==> src/rtl/mmio_reg_responder.sv <==
// AXI4-Lite slave exposing scratch, control, interrupt status/clear and a 64-bit
// free-running cycle counter with a high-word shadow for coherent 64-bit reads.
module mmio_reg_responder #(
  parameter int ADDR_WIDTH = 32,
  parameter int DATA_WIDTH = 32
) (
  input  logic                    uncoreclk,
  input  logic                    uncore_rstn,
  input  logic [ADDR_WIDTH-1:0]   s_axilite_awaddr,
  input  logic                    s_axilite_awvalid,
  output logic                    s_axilite_awready,
  input  logic [DATA_WIDTH-1:0]   s_axilite_wdata,
  input  logic [DATA_WIDTH/8-1:0] s_axilite_wstrb,
  input  logic                    s_axilite_wvalid,
  output logic                    s_axilite_wready,
  output logic [1:0]              s_axilite_bresp,
  output logic                    s_axilite_bvalid,
  input  logic                    s_axilite_bready,
  input  logic [ADDR_WIDTH-1:0]   s_axilite_araddr,
  input  logic                    s_axilite_arvalid,
  output logic                    s_axilite_arready,
  output logic [DATA_WIDTH-1:0]   s_axilite_rdata,
  output logic [1:0]              s_axilite_rresp,
  output logic                    s_axilite_rvalid,
  input  logic                    s_axilite_rready,
  input  logic                    intr0,
  input  logic                    intr1,
  output logic                    irq,
  output logic [7:0]              led
);

  localparam logic [9:0] OFF_SCRATCH = 10'd0;
  localparam logic [9:0] OFF_CTRL    = 10'd1;
  localparam logic [9:0] OFF_STATUS  = 10'd2;
  localparam logic [9:0] OFF_IRQ_CLR = 10'd3;
  localparam logic [9:0] OFF_CYC_LO  = 10'd4;
  localparam logic [9:0] OFF_CYC_HI  = 10'd5;

  localparam logic [1:0] RESP_OKAY   = 2'b00;
  localparam logic [1:0] RESP_SLVERR = 2'b10;
  localparam logic [1:0] RESP_DECERR = 2'b11;

  logic                    ready_en;
  logic                    aw_full;
  logic [9:0]              aw_off;
  logic                    w_full;
  logic [DATA_WIDTH-1:0]   w_data;
  logic [DATA_WIDTH/8-1:0] w_strb;
  logic [DATA_WIDTH-1:0]   scratch;
  logic [9:0]              ctrl;
  logic [1:0]              pending;
  logic [1:0]              intr_prev;
  logic [63:0]             cyc_cnt;
  logic [31:0]             cyc_shadow;

  logic                    aw_hs, w_hs, ar_hs, commit;
  logic [9:0]              ar_off;
  logic [1:0]              wr_resp, rd_resp;
  logic                    scratch_we, ctrl_we;
  logic [1:0]              clr_mask, rise;
  logic [DATA_WIDTH-1:0]   rd_data, scratch_merged, ctrl_merged;

  function automatic logic [DATA_WIDTH-1:0] merge_bytes(
    input logic [DATA_WIDTH-1:0]   old_val,
    input logic [DATA_WIDTH-1:0]   new_val,
    input logic [DATA_WIDTH/8-1:0] strb
  );
    logic [DATA_WIDTH-1:0] res;
    res = old_val;
    for (int i = 0; i < DATA_WIDTH/8; i++) begin
      if (strb[i]) res[8*i +: 8] = new_val[8*i +: 8];
    end
    return res;
  endfunction

  // ready_en keeps every ready low while in reset and for the first edge after it.
  assign s_axilite_awready = ready_en & ~aw_full & ~s_axilite_bvalid;
  assign s_axilite_wready  = ready_en & ~w_full  & ~s_axilite_bvalid;
  assign s_axilite_arready = ready_en & ~s_axilite_rvalid;

  assign aw_hs  = s_axilite_awvalid & s_axilite_awready;
  assign w_hs   = s_axilite_wvalid  & s_axilite_wready;
  assign ar_hs  = s_axilite_arvalid & s_axilite_arready;
  assign commit = aw_full & w_full;
  assign ar_off = s_axilite_araddr[11:2];
  assign rise   = {intr1, intr0} & ~intr_prev;
  assign led    = ctrl[7:0];

  assign scratch_merged = merge_bytes(scratch, w_data, w_strb);
  assign ctrl_merged    = merge_bytes({{(DATA_WIDTH-10){1'b0}}, ctrl}, w_data, w_strb);

  always_comb begin
    // NOTE: every output of a combinational block gets a default first, so no path can infer a latch.
    wr_resp    = RESP_DECERR;
    scratch_we = 1'b0;
    ctrl_we    = 1'b0;
    clr_mask   = 2'b00;
    case (aw_off)
      OFF_SCRATCH: begin wr_resp = RESP_OKAY; scratch_we = commit; end
      OFF_CTRL:    begin wr_resp = RESP_OKAY; ctrl_we = commit; end
      OFF_IRQ_CLR: begin
        wr_resp  = RESP_OKAY;
        clr_mask = (commit && w_strb[0]) ? w_data[1:0] : 2'b00;
      end
      OFF_STATUS, OFF_CYC_LO, OFF_CYC_HI: wr_resp = RESP_SLVERR;
      default: wr_resp = RESP_DECERR;
    endcase
  end

  always_comb begin
    rd_data = '0;
    rd_resp = RESP_OKAY;
    case (ar_off)
      OFF_SCRATCH: rd_data = scratch;
      OFF_CTRL:    rd_data = {{(DATA_WIDTH-10){1'b0}}, ctrl};
      OFF_STATUS:  rd_data = {{(DATA_WIDTH-2){1'b0}}, pending};
      OFF_IRQ_CLR: rd_data = '0;
      OFF_CYC_LO:  rd_data = cyc_cnt[31:0];
      OFF_CYC_HI:  rd_data = cyc_shadow;
      default:     rd_resp = RESP_DECERR;
    endcase
  end

  // AXI channel state: holdings, write response and read data.
  always_ff @(posedge uncoreclk or negedge uncore_rstn) begin
    if (!uncore_rstn) begin
      ready_en         <= 1'b0;
      aw_full          <= 1'b0;
      aw_off           <= '0;
      w_full           <= 1'b0;
      w_data           <= '0;
      w_strb           <= '0;
      s_axilite_bvalid <= 1'b0;
      s_axilite_bresp  <= '0;
      s_axilite_rvalid <= 1'b0;
      s_axilite_rdata  <= '0;
      s_axilite_rresp  <= '0;
    end else begin
      // NOTE: non-blocking assignments so all registers sample pre-edge values together.
      ready_en <= 1'b1;
      if (aw_hs) begin
        aw_full <= 1'b1;
        aw_off  <= s_axilite_awaddr[11:2];
      end else if (commit) begin
        aw_full <= 1'b0;
      end
      if (w_hs) begin
        w_full <= 1'b1;
        w_data <= s_axilite_wdata;
        w_strb <= s_axilite_wstrb;
      end else if (commit) begin
        w_full <= 1'b0;
      end
      if (commit) begin
        s_axilite_bvalid <= 1'b1;
        s_axilite_bresp  <= wr_resp;
      end else if (s_axilite_bready) begin
        s_axilite_bvalid <= 1'b0;
      end
      if (ar_hs) begin
        s_axilite_rvalid <= 1'b1;
        s_axilite_rdata  <= rd_data;
        s_axilite_rresp  <= rd_resp;
      end else if (s_axilite_rready) begin
        s_axilite_rvalid <= 1'b0;
      end
    end
  end

  // Register file, interrupt tracking and cycle counter.
  always_ff @(posedge uncoreclk or negedge uncore_rstn) begin
    if (!uncore_rstn) begin
      scratch    <= '0;
      ctrl       <= '0;
      pending    <= '0;
      intr_prev  <= '0;
      irq        <= 1'b0;
      cyc_cnt    <= '0;
      cyc_shadow <= '0;
    end else begin
      if (scratch_we) scratch <= scratch_merged;
      if (ctrl_we)    ctrl    <= ctrl_merged[9:0];
      // A new rising edge overrides a clear of the same bit.
      pending   <= (pending & ~clr_mask) | rise;
      intr_prev <= {intr1, intr0};
      irq       <= |(pending & ctrl[9:8]);
      cyc_cnt   <= cyc_cnt + 64'd1;
      if (ar_hs && ar_off == OFF_CYC_LO) cyc_shadow <= cyc_cnt[63:32];
    end
  end

  logic unused_bits;
  assign unused_bits = ^{s_axilite_awaddr[ADDR_WIDTH-1:12], s_axilite_awaddr[1:0],
                         s_axilite_araddr[ADDR_WIDTH-1:12], s_axilite_araddr[1:0],
                         ctrl_merged[DATA_WIDTH-1:10]};

endmodule

==> config.mk <==
export PLATFORM = sky130hd
export DESIGN_NAME = mmio_reg_responder
export DESIGN_NICKNAME = d
export VERILOG_FILES = /design/src/rtl/mmio_reg_responder.sv
export SDC_FILE = /design/constraint.sdc
export NUM_CORES = 1
export LEC_CHECK = 0
export BUFFER_PORTS_ARGS = -buffer_cell sky130_fd_sc_hd__buf_2
export CAP_MARGIN = 5
export CORE_UTILIZATION = 55
export CTS_CLUSTER_SIZE = 16
export DETAILED_ROUTE_END_ITERATION = 16
export PLACE_DENSITY = 0.81
export SYNTH_ARGS = -nofsm -noshare
export SYNTH_HDL_FRONTEND = slang
export SYNTH_SLANG_ARGS = --single-unit
export TNS_END_PERCENT = 100
==> constraint.sdc <==
create_clock -name uncoreclk -period 2.25 [get_ports uncoreclk]
set_clock_uncertainty 0.1 [all_clocks]
set_input_delay 0.1125 -clock uncoreclk [delete_from_list [all_inputs] [get_ports uncoreclk]]
set_output_delay 0.1125 -clock uncoreclk [all_outputs]
set_load 0.01 [all_outputs]
---- Yosys cells after proc, flatten, opt, wreduce, memory -nomap -nowiden ----
Cells that the tools add are included.
Widths: inputs -> output; s select.
storage, ports and cells
  output and inout bits ................... 50
  bits of input ports ..................... 109
  register bits after elaboration ......... 230
cells by class
  muxes and demuxes ....................... 14
  add/sub/neg operators ................... 1
  reduce and logical (&&, ||, !) cells .... 18
  eq/ne operators ......................... 10
  bitwise operators ....................... 19
operators by type and width
  operator               count
  $pmux 32 s5            1
  $add 64x1->64 const B  1
  $eq 10x2->1 const B    4
  $eq 10x3->1 const B    4
  $eq 10x1->1 const B    2
  $logic_not 10->1       2
  $reduce_and 2->1       6
  $and 1x1->1            9
  $mux 1                 9
  $reduce_bool 2->1      4
  $and 2x2->2            3
  $mux 2                 3
  $reduce_or 3->1        2
  $reduce_or 6->1        1
  $not 1->1              4
  $not 2->2              2
  $pmux 2 s2             1
  $logic_and 1x1->1      2
  $or 2x2->2             1
  $reduce_or 2->1        1

---- Depth between registers and ports, before layout ----
  depth after elaboration ................. 7
  depth in mapped cells ................... 7
  mapped depth without buffers ............ 6

---- Worst setup path after synthesis ----
OpenSTA, ideal clock, no wires.
  path type ............................... reg-to-reg
  from .................................... register s_axilite_bvalid
  to ...................................... register w_data[12]
  data required time ...................... 2025 ps
  stages on the path, launching flop included .. 8
  slack ................................... 131 ps
  data arrival time ....................... 1894 ps
  clock period less this slack ............ 2119 ps
  cells stage by stage .................... dfrtp_1 > inv_1 > nand2_1 > nor2_1 > and2_1 > clkbuf_1 > clkbuf_1 > mux2_2
on the way
  cells in the longest elaborated chain, start to end .. 3
RTL lines
  what                    RTL line  text
  start, declared         17        output logic s_axilite_bvalid,
  start signal, assigned  133       s_axilite_bvalid <= 1'b0;
  start signal, assigned  155       s_axilite_bvalid <= 1'b1;
  start signal, assigned  158       s_axilite_bvalid <= 1'b0;
  $not 1->1               78        assign s_axilite_wready = ready_en & ~w_full & ~s_axilite_bvalid;
  $and 1x1->1             78
  net s_axilite_wready    15        output logic s_axilite_wready,
  $and 1x1->1             82        assign w_hs = s_axilite_wvalid & s_axilite_wready;
  end signal, assigned    149       w_data <= s_axilite_wdata;
  end, declared           47        logic [DATA_WIDTH-1:0] w_data;
The timed path passes the listed nets, and every way through them passes these cells.
A chain may end at the register's enable or synchronous reset.

---- Worst setup path after layout ----
  from .................................... register cyc_cnt[0]
  to ...................................... register cyc_cnt[44]
on the way
  cells in the longest elaborated chain, start to end .. 1
RTL lines
  what                    RTL line  text
  start, declared         53        logic [63:0] cyc_cnt;
  start signal, assigned  187       cyc_cnt <= cyc_cnt + 64'd1;
  $add 64x1->64           187
No other way between the ends.

==> impl_metrics.env <==
export IMPL_fin_nets=1060
export IMPL_maxSlewViolCount=0
export IMPL_power_frac_seq_pct=50.1
export IMPL_intPower_w=0.00751
export IMPL_layout_area_overhead_vs_synth_pct=25.1
export IMPL_arr_time_crit_path_ps=2500
export IMPL_critical_path_peak_fanout=5
export IMPL_setup_tns_ps=0
export IMPL_grt_met3_usage_pct=3.37
export IMPL_via_count=6821
export IMPL_floorplan_initialDensity_pct=56.5
export IMPL_worst_skew_pair_late_latency_ps=500
export IMPL_drive_above_1_share_pct=28.4
export IMPL_synth_top_cells_by_count="229 x sky130_fd_sc_hd__dfrtp_1, 73 x sky130_fd_sc_hd__mux2_1, 59 x sky130_fd_sc_hd__nand2_1, 47 x sky130_fd_sc_hd__mux2_2, 33 x sky130_fd_sc_hd__a22o_1"
export IMPL_antenna_found_initial=0
export IMPL_core_region_area_mm2=0.0174
export IMPL_yosysTopAreaCell="sky130_fd_sc_hd__dfrtp_1"
export IMPL_net_switching_power_w=0.00238
export IMPL_failed_checks="negative hold slack"
export IMPL_asyncSetResetFlopFracSynth_pct=100
export IMPL_boundaryPins=159
export IMPL_path_cells="ha_1, nand4_1, buf_4, nor4_2, nand4_1, nor4_2, xor2_1"
export IMPL_dp_hpwl_um=14400
export IMPL_grt_start_max_net_pins=64
export IMPL_register_bit_total_from_synthesis=229
export IMPL_grt_pass1_wl_um=36500
export IMPL_report_final_setup_viol=0
export IMPL_gr_total_overflow=0
export IMPL_postRouteWirelength_um=22300
export IMPL_cts_tree="built"
export IMPL_global_route_usage_met2_pct=44.0
export IMPL_worstSetupPathType="flip-flop to flip-flop"
export IMPL_cp_top_family="simple AND/OR/NAND/NOR gates"
export IMPL_synth_warnings=0
export IMPL_post_route_cell_area_mm2=0.0123
export IMPL_min_period_ps=2180
export IMPL_worst_path_largest_cell_delay_ps=410
export IMPL_netlist_top_cells_area="sky130_fd_sc_hd__dfrtp_1 58%, sky130_fd_sc_hd__mux2_1 8.4%, sky130_fd_sc_hd__mux2_2 5.4%"
export IMPL_die_height_um=136
export IMPL_total_grt_usage_pct=25.4
export IMPL_critical_path_slowest_cell="sky130_fd_sc_hd__dfrtp_1"
export IMPL_diodes=0
export IMPL_hold_slack_ps=-12.3
export IMPL_power_density_mw_per_mm2=806
export IMPL_timing_hold_worst_class="input port to asynchronous set/reset pin"
export IMPL_die_width_um=136
export IMPL_total_leakage_power_nw=6.13
export IMPL_synthDominantCellAreaShare_pct=58.4
export IMPL_worst_path_buf_inv=1
export IMPL_cts_max_level=1
export IMPL_power_ir_vdd_worst_uv=680
export IMPL_swShare_pct=24.1
export IMPL_number_of_placement_rows=48
export IMPL_ys_types=43
export IMPL_length_of_the_first_detailed_routing_pass_in_iterations=4
export IMPL_place_port_buffers=114
export IMPL_drt_antenna_violating_nets=0
export IMPL_postSynthNetCount=856
export IMPL_tritoncts_num_buffers=24
export IMPL_drc=0
export IMPL_most_common_cell_in_the_netlist="sky130_fd_sc_hd__dfrtp_1"
export IMPL_clock_sinks=229
export IMPL_synthesis_instances=746
export IMPL_max_cap_viols=0
export IMPL_floorplan_die_area_mm2=0.0184
export IMPL_first_global_vias=7160
export IMPL_count_of_flip_flops_with_a_built_in_enable_after_synthesis=0
export IMPL_netlist_area_mm2=0.00981
export IMPL_avgRoutedWirePerCell_um=18.7
export IMPL_startpoint_type="flip-flop"
export IMPL_endpoint_kind="flip-flop"
export IMPL_synth_top_flop_cell="sky130_fd_sc_hd__dfrtp_1"
export IMPL_power_frac_clock_pct=38.7
export IMPL_power_share_combinational_pct=11.2
export IMPL_final_instance_count_excl_fillers=1191
export IMPL_use_met1_pct=33.1
export IMPL_synth_area_per_cell_um2=13.2
export IMPL_placedCellCount=1092
export IMPL_drt_initial_drc_count=352
export IMPL_seq_area_frac_synth_pct=58.4
export IMPL_post_dp_cell_area_mm2=0.0109
export IMPL_finalWeightedCongestion=0.796
export IMPL_globalRoute_busiestLayer="met2"
export IMPL_number_of_buffers_on_the_longest_clock_path=3
export IMPL_nFillCells=1118
export IMPL_result_of_the_run="complete, but fails checks"
export IMPL_final_hold_violation_count=7
export IMPL_detail_route_vias_per_cell=5.73
export IMPL_max_freq_mhz=459
export IMPL_clock_pin_slew_on_the_worst_setup_and_hold_paths_ps=60
export IMPL_final_min_period_over_clock_period_pct=96.7
export IMPL_clk_root_buf="sky130_fd_sc_hd__clkbuf_16"
export IMPL_worst_endpoint_required_ps=2580
layer usage:
layer	vias up	routed length [µm]
met4	0	608
li1	3092	-
met1	3510	9230
met2	173	11600
met5	-	0
met3	46	864
cell type report:
class | instances | area (µm²) | share of cell area, %
Clock buffer | 34 | 699 | 5.70
Clock inverter | 8 | 72.6 | 0.591
Inverter | 8 | 30.0 | 0.245
Multi-Input combinational cell | 472 | 3920 | 32.0
Sequential cell | 229 | 5730 | 46.7
Tap cell | 225 | 282 | 2.29
Timing Repair Buffer | 215 | 1540 | 12.5
placed cells by master, fill, tap and decap left out, types with 28 or more instances in the layout:
cell                              n
sky130_fd_sc_hd__mux2_1          73
sky130_fd_sc_hd__xor2_1          30
sky130_fd_sc_hd__buf_2          113
sky130_fd_sc_hd__xnor2_1         32
sky130_fd_sc_hd__nand3_1         29
sky130_fd_sc_hd__nand2_1         59
sky130_fd_sc_hd__buf_4           41
sky130_fd_sc_hd__mux2_2          47
sky130_fd_sc_hd__dfrtp_1        229
sky130_fd_sc_hd__dlygate4sd3_1   55
sky130_fd_sc_hd__a22o_1          33
sky130_fd_sc_hd__o21ai_0         28
registers in the layout, indices dropped and copies added (netlist names), 2 cells and up:
name             cells
aw_off              10
ctrl                10
cyc_cnt             64
cyc_shadow          32
intr_prev            2
pending              2
s_axilite_bresp      2
s_axilite_rdata     32
scratch             32
w_data              32
w_strb               4
repair_timing:
action,CTS,global route
gates resized for setup,0,8
endpoints found under the setup margin,0,32
hold buffers,55,0
hold endpoints to repair,284,0
setup buffers,0,2
per-stage QoR:
stage / util, % / worst slack (ps) / power, W
after global placement: 62.8 / 87.7 / 0.00597
final: 70.7 / 73.7 / 0.00990
after floorplan: - / 131 / 0.00559
after CTS: 70.4 / 26.4 / 0.00993
after detailed placement: 62.8 / 55.9 / 0.00603
after global routing: 70.7 / -8.89 / 0.0103
final timing paths:
path                       slack [ps]               from  depth (start not counted)          end
max                                70         cyc_cnt[0]                          7  cyc_cnt[44]
min                               -10        uncore_rstn                          2   w_data[12]
max reg2reg                        70         cyc_cnt[0]                          7  cyc_cnt[44]
min reg2reg                       370        cyc_cnt[63]                          1  cyc_cnt[63]
max in group asynchronous        1340        uncore_rstn                          3      ctrl[1]
min in group uncoreclk            150  s_axilite_awvalid                          3      aw_full
power groups by stage:
| stage | Sequential [W] | Clock (W) | Combinational (W) |
|---|---|---|---|
| 2_1_floorplan | 0.00489 | 0 | 0.000693 |
| 4_1_cts | 0.00493 | 0.00388 | 0.00111 |
| 6_report | 0.00496 | 0.00383 | 0.00111 |
| 3_3_place_gp | 0.00498 | 0 | 0.000987 |
| 5_1_grt | 0.00502 | 0.00404 | 0.00122 |
| 3_5_place_dp | 0.00500 | 0 | 0.00103 |
cell families (layout without fill, tap and decap cells):
kind of cell | after synthesis | in the layout | synth area share [%]
AO/OA/AOI/OAI | 69 | 69 | 4.88
buffers and inverters | 45 | 265 | 2.10
XOR/XNOR | 62 | 62 | 5.54
multiplexers | 152 | 152 | 18.4
flip-flops | 229 | 229 | 58.4
adder cells (fa/ha/maj) | 1 | 1 | 0.128
AND/OR/NAND/NOR | 187 | 187 | 10.5
other | 1 | 1 | 0.0382
Power figures use the tool's default switching activity.
